## src/rtl/arb_pkg.sv

```systemverilog
// rtl/arb_pkg.sv - shared constants and state encoding for the 8-way round-robin arbiter
package arb_pkg;

  localparam int N_REQ        = 8;
  localparam int IDX_W        = 3;
  localparam int HOLD_W       = 8;
  localparam int MAX_HOLD_DEF = 15;

  typedef enum logic {
    ST_IDLE  = 1'b0,
    ST_GRANT = 1'b1
  } arb_state_t;

endpackage

```

## src/rtl/onehot_dec3_en.sv

```systemverilog
// rtl/onehot_dec3_en.sv - combinational enabled 3-to-8 one-hot decode
module onehot_dec3_en
  import arb_pkg::*;
(
  input  logic [IDX_W-1:0] idx,
  input  logic             en,
  output logic [N_REQ-1:0] y
);

  always_comb begin
    y = '0;
    if (en) begin
      y[idx] = 1'b1;
    end
  end

endmodule

```

## src/rtl/rr_arbiter8.sv

```systemverilog
// rtl/rr_arbiter8.sv - 8-requester round-robin arbiter holding each grant until done or withdrawal
// Optional grant-length limit with a timeout pulse when ARB_TIMEOUT_EN is defined.
module rr_arbiter8
  import arb_pkg::*;
(
  input  logic             clk,
  input  logic             rst,
  input  logic             en,
  input  logic [N_REQ-1:0] req,
  input  logic             done,
  output logic             gnt_valid,
  output logic [IDX_W-1:0] gnt_idx,
  output logic [N_REQ-1:0] gnt_onehot,
  output logic             busy
`ifdef ARB_TIMEOUT_EN
  ,
  output logic             timeout
`endif
);

`ifdef ARB_TIMEOUT_EN
  parameter int MAX_HOLD = MAX_HOLD_DEF;
`endif

  arb_state_t       state;
  logic [IDX_W-1:0] ptr;

  // First set request at or above p, wrapping 7 -> 0; MSB flags that one was found.
  function automatic logic [IDX_W:0] rr_pick(input logic [N_REQ-1:0] r,
                                             input logic [IDX_W-1:0] p);
    logic [IDX_W-1:0] c;
    logic [IDX_W-1:0] sel;
    logic             found;
    found = 1'b0;
    sel   = p;
    for (int k = 0; k < N_REQ; k++) begin
      c = p + IDX_W'(k);
      if (!found && r[c]) begin
        found = 1'b1;
        sel   = c;
      end
    end
    return {found, sel};
  endfunction

  logic [IDX_W:0]   pick;
  logic             pick_found;
  logic [IDX_W-1:0] pick_idx;
  logic             release_hit;
  logic             rel_now;

  assign pick        = rr_pick(req, ptr);
  assign pick_found  = pick[IDX_W];
  assign pick_idx    = pick[IDX_W-1:0];
  assign release_hit = done | ~req[gnt_idx];

`ifdef ARB_TIMEOUT_EN
  logic [HOLD_W-1:0] hold_cnt;
  logic              hold_expired;

  assign hold_expired = (hold_cnt == HOLD_W'(MAX_HOLD - 1));
  assign rel_now      = release_hit | hold_expired;
`else
  assign rel_now      = release_hit;
`endif

  always_ff @(posedge clk) begin
    if (rst) begin
      state     <= ST_IDLE;
      ptr       <= '0;
      gnt_valid <= 1'b0;
      gnt_idx   <= '0;
      busy      <= 1'b0;
`ifdef ARB_TIMEOUT_EN
      hold_cnt  <= '0;
      timeout   <= 1'b0;
`endif
    end else begin
`ifdef ARB_TIMEOUT_EN
      timeout <= 1'b0;
`endif
      case (state)
        ST_IDLE: begin
          if (en && pick_found) begin
            gnt_idx   <= pick_idx;
            gnt_valid <= 1'b1;
            busy      <= 1'b1;
            state     <= ST_GRANT;
`ifdef ARB_TIMEOUT_EN
            hold_cnt  <= '0;
`endif
          end
        end
        ST_GRANT: begin
          if (rel_now) begin
            // Advance past the holder so it goes to the back of the rotation.
            ptr       <= gnt_idx + IDX_W'(1);
            gnt_idx   <= '0;
            gnt_valid <= 1'b0;
            busy      <= 1'b0;
            state     <= ST_IDLE;
`ifdef ARB_TIMEOUT_EN
            timeout   <= ~release_hit;
`endif
          end else begin
`ifdef ARB_TIMEOUT_EN
            hold_cnt  <= hold_cnt + HOLD_W'(1);
`endif
          end
        end
        default: begin
          state     <= ST_IDLE;
          gnt_valid <= 1'b0;
          busy      <= 1'b0;
        end
      endcase
    end
  end

  onehot_dec3_en u_dec (
    .idx (gnt_idx),
    .en  (gnt_valid),
    .y   (gnt_onehot)
  );

endmodule

```

## config.mk

```make
export PLATFORM = sky130hd
export DESIGN_NAME = rr_arbiter8
export DESIGN_NICKNAME = d
export VERILOG_FILES = /design/src/rtl/arb_pkg.sv /design/src/rtl/onehot_dec3_en.sv /design/src/rtl/rr_arbiter8.sv
export SDC_FILE = /design/constraint.sdc
export NUM_CORES = 1
export LEC_CHECK = 0
export CORE_ASPECT_RATIO = 0.5
export CORE_MARGIN = 5
export CORE_UTILIZATION = 54
export DETAILED_ROUTE_END_ITERATION = 8
export GPL_TIMING_DRIVEN = 0
export PLACE_DENSITY_LB_ADDON = 0.3
export SLEW_MARGIN = 20
export SYNTH_ARGS = -nofsm -noshare
export SYNTH_HDL_FRONTEND = slang
export SYNTH_HIERARCHICAL = 1
export SYNTH_SLANG_ARGS = --single-unit
```

## constraint.sdc

```tcl
create_clock -name clk -period 4.6 [get_ports clk]
set_input_delay 0.92 -clock clk [delete_from_list [all_inputs] [get_ports clk]]
set_output_delay 0.92 -clock clk [all_outputs]
set_load 0.01 [all_outputs]
```

==> metrics.md, run 1 <==
| Metric | Value |
|---|---|
| Syn_nets | `between 150 and 200` |
| Post-synth ARST share | `0%` |
| Layout cells sized above 1 | `around a quarter` |
| Fin worst setup slack | `between 0.6 and 0.7 ns` |
| ANT nets after route | `0` |
| N_diodes | `0` |
| Dpl ws | `a little under 0.7 ns` |
| Hold path cells | `2` |
| Clk buf depth | `2` |
| Vias | `1435` |
| Fin crit share | `between 80% and 90%` |
| Global-route wire length before repair | `~6700 um` |
| FF-to-FF Start | `ptr[0]` |
| Multi-input logic area | `roughly 1300 um^2` |
| Final net count | `200` |
| Worst-Margin Slew | `between 0.5 and 0.6 ns` |
| Fmax | `252 MHz` |
| Crit path required time | `about 4.7 ns` |
| Largest net degree at the start of global routing | `15` |
| Reg2reg path depth | `14` |
| Initial DRC Count | `between 150 and 200` |
| Max Slew Vio Count | `0` |
| Hold WC Path Type | `reg -> reg` |
| Gpl congestion | `1.00` |
| Die width | `85.3 um` |
| DR vias/cell | `about 6.5` |
| Max H-tree Level | `1` |
| Critical path arrival | `between 4 and 5 ns` |
| CTS buffer count | `3` |
| Root Driver | `clkbuf_8` |
| R2r setup slk | `between 0.6 and 0.7 ns` |
| Global route total overflow | `0` |
| Detailed Routing Iterations Pass 1 | `4` |
| Crit path launch type | `register` |
| Total core area | `between 2000 and 3000 um^2` |
| Minimum clock period | `~4.0 ns` |
| Worst Min Path Start | `state` |
| Sequential share of the synthesized area | `between 10% and 20%` |
| Final Total Pwr | `approximately 440 uW` |
| Power per cell area | `approximately 240 nW/um^2` |
| TritonCTS clock tree | `yes` |
| Leakage power total | `roughly 0.65 nW` |
| Worst slew margin relative to its limit | `about 65%` |
| Status | `completed` |
| DRC | `0` |
| #FFs+latches synth | `8` |
| Maximum vdd drop | `roughly 0.17 mV` |
| Critical R2R Capture | `gnt_idx[1]` |
| Clk pin slew, worst setup/hold paths | `roughly 0.04 ns` |
| Routed length per instance | `roughly 18 um` |
| Avg Cell Area, Syn | `roughly 10 um^2` |
| Final Non-Filler Cells | `between 200 and 250` |
| Yosys synthesis warning count | `6` |
| I/O pins | `25` |
| Synth cell count leaders | `13 x mux2i_1, 11 x a21oi_1, 11 x nand2_1` |
| Num rows | `13` |
| Total GRT Usage | `21.6%` |
| Min-Delay Endpoint | `state` |
| Top-count cell post-synth | `mux2i_1` |
| Synthesized cell area | `1530 um^2` |
| Skew final | `about 0.0025 ns` |
| Mapped Cells | `about 160` |
| Yosys cell types | `57` |
| Post-synth EDFFs | `0` |
| Layout Area Growth over Synthesis | `21.4%` |
| Post-CTS Setup Inserts | `0` |
| Final TNS setup | `0 ns` |
| Fillers | `198` |
| Clk Latency, worst-skew pair | `0.23 ns` |
| Max-cap violations | `0` |
| Dpl hpwl | `3120 um` |
| Initial Util | `between 50% and 60%` |
| Final Hold Vio Count | `0` |
| Crit Path Max Fanout | `10` |
| Synth Flop Type | `dfxtp_1` |
| Setup CP Type | `reg -> reg` |
| DP Cell Count | `between 200 and 250` |
| Cell type with the largest total area after synthesis | `mux4_2` |
| Top cells by area, synth | `mux4_2 13%, dfxtp_1 10%, mux2i_1 8.5%` |
| Die Area | `approximately 4100 um^2` |
| Setup crit end kind | `register` |
| Final setup viols | `0` |
| Share of the synthesized area in the top cell type | `a little over an eighth` |
| Num Clock Sinks | `8` |
| Hold Buf Count CTS | `0` |
| Antenna violations before repair | `0` |
| Total Wirelength | `around 4000 um` |
| IO Port Bufs | `24` |
| Placed Area | `around 1800 um^2` |
| Post-CTS Resized | `0` |
| Chip height | `approximately 48 um` |
| Final Cell Area | `between 1500 and 2000 um^2` |
| Unrepaired setup endpoints after global routing | `false` |
| FF/Latch Area | `about 160 um^2` |
| Vias in the first global route | `1305` |
-- cell type report --
cell class / instances / area share (%)
inverter: 3 / 0.606
sequential: 8 / 8.61
clock buffer: 3 / 2.22
multi-input combinational: 136 / 67.5
buffer: 9 / 5.65
tap: 37 / 2.49
timing repair buffer: 24 / 12.9
-- report_power, final --
group / internal, mW / switching (mW)
clock: 0.0565 / 0.0264
sequential: 0.0758 / 0.0149
combinational: 0.136 / 0.133
-- worst max path at each step --
stage / from / to / depth (start not counted)
after global placement: ptr[0] / gnt_idx[1] / 14
after floorplan: ptr[0] / gnt_idx[1] / 14
final: ptr[0] / gnt_idx[1] / 14
after global routing: ptr[0] / gnt_idx[1] / 14
after detailed placement: ptr[0] / gnt_idx[1] / 14
after CTS: ptr[0] / gnt_idx[1] / 14
-- layout by cell type (no fill, tap or decap), types with 3 or more instances in the layout --
cell / count
a211oi_1: 3
a21oi_1: 11
a32o_1: 3
and4b_2: 3
and4bb_2: 3
clkbuf_8: 5
clkdlybuf4s50_1: 24
dfxtp_1: 8
ha_1: 3
inv_1: 3
mux2_2: 7
mux2i_1: 13
mux4_2: 9
nand2_1: 11
nand2b_1: 5
nand3_1: 4
nor2_1: 10
nor3_1: 3
o21ai_0: 5
xnor2_1: 3
-- layer usage --
layer | wire [um] | track usage, % | vias to the layer above
li1 | - | - | 673
met1 | 1750 | 29.2 | 692
met2 | 1730 | 34.0 | 64
met3 | 459 | 6.19 | 6
met4 | 46 | 7.57 | 0
met5 | 0 | 0 | -
-- per-stage QoR --
step,utilization (%),hold WS [ns]
6_report,70.1,0.514
5_1_grt,70.1,0.582
4_1_cts,70.1,0.518
3_5_place_dp,68.6,0.510
3_3_place_gp,68.6,0.487
2_1_floorplan,-,0.448
-- state kept, by name, summed over array words and instances (netlist names) --
name and cells:
busy 1, ptr 3, gnt_idx 3, state 1
-- cell families after synthesis --
group,count (synthesis),share of synthesized area [%]
simple gates,56,23.0
xor+xnor,5,3.35
flops,8,10.5
compound gates,39,20.3
mux,33,32.8
fa+ha+maj,3,2.45
buf+inv,12,7.60
-- critical path: stages, from the launching register on --
cell      delay, ns
dfxtp_1        0.37
buf_6          0.18
buf_12         0.15
clkbuf_1       0.43
inv_1          0.20
ha_1           0.34
buf_6          0.14
buf_12         0.14
mux2i_1        0.14
mux4_2         0.52
o32ai_2        0.40
mux2i_1        0.23
a21oi_1        0.05
or3_1          0.31
a32o_1         0.26
(Power assumes the default switching activity.)
==> run 2: changes to the inputs <==
CTS_BUF_LIST = sky130_fd_sc_hd__clkbuf_16   (was not set)
==> metrics.md, run 2 (same netlist as run 1, synthesis figures left out) <==
| Metric | Value |
|---|---|
| Critical path arrival | `4.11 ns` |
| TritonCTS clock tree | `yes` |
| Switching share of power | `~36%` |
| Initial DRC Count | `about 180` |
| Cell family with most CP delay | `buffers and inverters` |
| Switching power | `around 180 uW` |
| IO Port Bufs | `24` |
| Crit path buffers/inverters | `6` |
| Clock power share | `between 20% and 30%` |
| Post-CTS Resized | `0` |
| Worst slew margin relative to its limit | `~63%` |
| Die Area | `4070 um^2` |
| Crit path launch type | `register` |
| Maximum vdd drop | `between 0.2 and 0.25 mV` |
| Crit path required time | `~4.7 ns` |
| Worst-Margin Slew | `0.552 ns` |
| Final Total Pwr | `between 500 and 600 uW` |
| Max-cap violations | `0` |
| Fin crit share | `around 87%` |
| DR vias/cell | `around 6.5` |
| Minimum clock period | `around 4.0 ns` |
| FF-to-FF Start | `ptr[0]` |
| Skew final | `between 0.001 and 0.0015 ns` |
| Crit Path Max Fanout | `10` |
| Gpl congestion | `~1.0` |
| Most common cell after layout, fill and taps aside | `clkdlybuf4s50_1` |
| Clk pin slew, worst setup/hold paths | `0.04 ns` |
| Vias | `between 1000 and 1500` |
| CP endpoint | `gnt_idx[1]` |
| Detailed Routing Iterations Pass 1 | `4` |
| CTS buffer count | `3` |
| Setup crit end kind | `register` |
| Reg2reg path depth | `14` |
| Power per cell area | `268 nW/um^2` |
| Sequential Power Share | `18.0%` |
| Total GRT Usage | `22.4%` |
| Hold Buf Count CTS | `0` |
| Cells along the critical path | `buf_6 > buf_12 > clkbuf_1 > inv_1 > ha_1 > buf_6 > buf_12 > mux2i_1 > mux4_2 > o32ai_2 > mux2i_1 > a21oi_1 > or3_1 > a32o_1` |
| Hold WC Path Type | `reg -> reg` |
| Logic pwr share | `between 50% and 60%` |
| Antenna violations before repair | `0` |
| Int Power | `around 320 uW` |
| Total core area | `between 2000 and 3000 um^2` |
| Root Driver | `clkbuf_16` |
| Final Hold Vio Count | `0` |
| Clk buf depth | `2` |
| Unrepaired setup endpoints after global routing | `false` |
| Vias in the first global route | `1356` |
| Post-CTS Setup Inserts | `0` |
| Num rows | `13` |
| Global-route wire length before repair | `roughly 7000 um` |
| Crit path largest cell delay | `0.53 ns` |
| R2r setup slk | `between 0.6 and 0.7 ns` |
| Total Wirelength | `4200 um` |
| Setup CP Type | `reg -> reg` |
| I/O pins | `25` |
| Clk Latency, worst-skew pair | `around 0.23 ns` |
| Fillers | `around 190` |
| Chip height | `about 48 um` |
| CP startpoint | `ptr[0]` |
| Die width | `85.3 um` |
| Largest net degree at the start of global routing | `15` |
| Leakage power total | `between 0.6 and 0.7 nW` |
| ANT nets after route | `0` |
| Global route total overflow | `0` |
| Initial Util | `between 50% and 60%` |
| DRC | `0` |
| Fmax | `roughly 250 MHz` |
| Final setup viols | `0` |
| Layout cells sized above 1 | `between 20% and 30%` |
| Critical R2R Capture | `gnt_idx[1]` |
| Status | `completed` |
| Num Clock Sinks | `8` |
| Largest regs | `gnt_idx x3, ptr x3` |
| Max H-tree Level | `1` |
| Layout Area Growth over Synthesis | `23.6%` |
| N_diodes | `0` |
| Routed length per instance | `about 19 um` |
| Stages on worst setup path | `14` |
| Most frequent cells in the layout | `24 x clkdlybuf4s50_1, 13 x mux2i_1, 11 x nand2_1, 11 x a21oi_1, 10 x nor2_1` |
| Final TNS setup | `0 ns` |
| Dpl hpwl | `approximately 3100 um` |
| Max Slew Vio Count | `0` |
| Final net count | `200` |
| Crit path max-delay cell type | `mux4_2` |
==> run 2: cell count changes in the layout (fill, tap and decap cells not counted) <==
cell / change
clkbuf_16: +3
clkbuf_8: -3
==> run 2: how the worst min path moves through the flow <==
stage          startpoint    end  slack, ns  depth (start not counted)
5_1_grt             state  state       0.58                          2
3_5_place_dp        state  state       0.51                          2
4_1_cts             state  state       0.53                          2
3_3_place_gp        state  state       0.49                          2
2_1_floorplan       state  state       0.45                          2
6_report            state  state       0.54                          2
==> run 2: layout make-up <==
type / instances / area [um^2] / share of cell area, %
tap: 37 / 46.3 / 2.45
timing repair buffer: 24 / 240 / 12.7
inverter: 3 / 11.3 / 0.595
multi-input combinational: 136 / 1250 / 66.3
buffer: 9 / 105 / 5.55
clock buffer: 3 / 75.1 / 3.97
sequential: 8 / 160 / 8.46
==> run 2: power groups by stage <==
stage	clock network [mW]	logic, mW	registers, mW
after global placement	0	0.261	0.0908
after floorplan	0	0.200	0.0887
final	0.144	0.272	0.0911
after CTS	0.146	0.269	0.0908
after detailed placement	0	0.267	0.0917
after global routing	0.152	0.293	0.0924
==> run 2: worst register-to-register path: stages (launching register included) <==
cell      delay [ns]
dfxtp_1         0.37
buf_6           0.18
buf_12          0.15
clkbuf_1        0.44
inv_1           0.20
ha_1            0.35
buf_6           0.14
buf_12          0.14
mux2i_1         0.15
mux4_2          0.53
o32ai_2         0.40
mux2i_1         0.23
a21oi_1         0.05
or3_1           0.31
a32o_1          0.26
==> run 2: metrics by stage <==
step / utilization [%] / area (um^2) / hold WS (ns) / cells / setup WS, ns
final: 71.4 / 1890 / 0.538 / 220 / 0.609
after global routing: 71.4 / 1890 / 0.582 / 220 / 0.389
after global placement: 68.6 / 1820 / 0.487 / 217 / 0.730
after CTS: 71.4 / 1890 / 0.532 / 220 / 0.653
after floorplan: - / 1530 / 0.448 / 156 / 1.18
after detailed placement: 68.6 / 1820 / 0.510 / 217 / 0.689
==> run 2: metal layers <==
layer | GRT usage [%] | vias to the layer above | wire (um)
met3 | 4.98 | 2 | 305
met4 | 5.99 | 0 | 8
met2 | 37.5 | 45 | 1940
met5 | 0 | - | 0
li1 | - | 672 | -
met1 | 30.2 | 717 | 1950
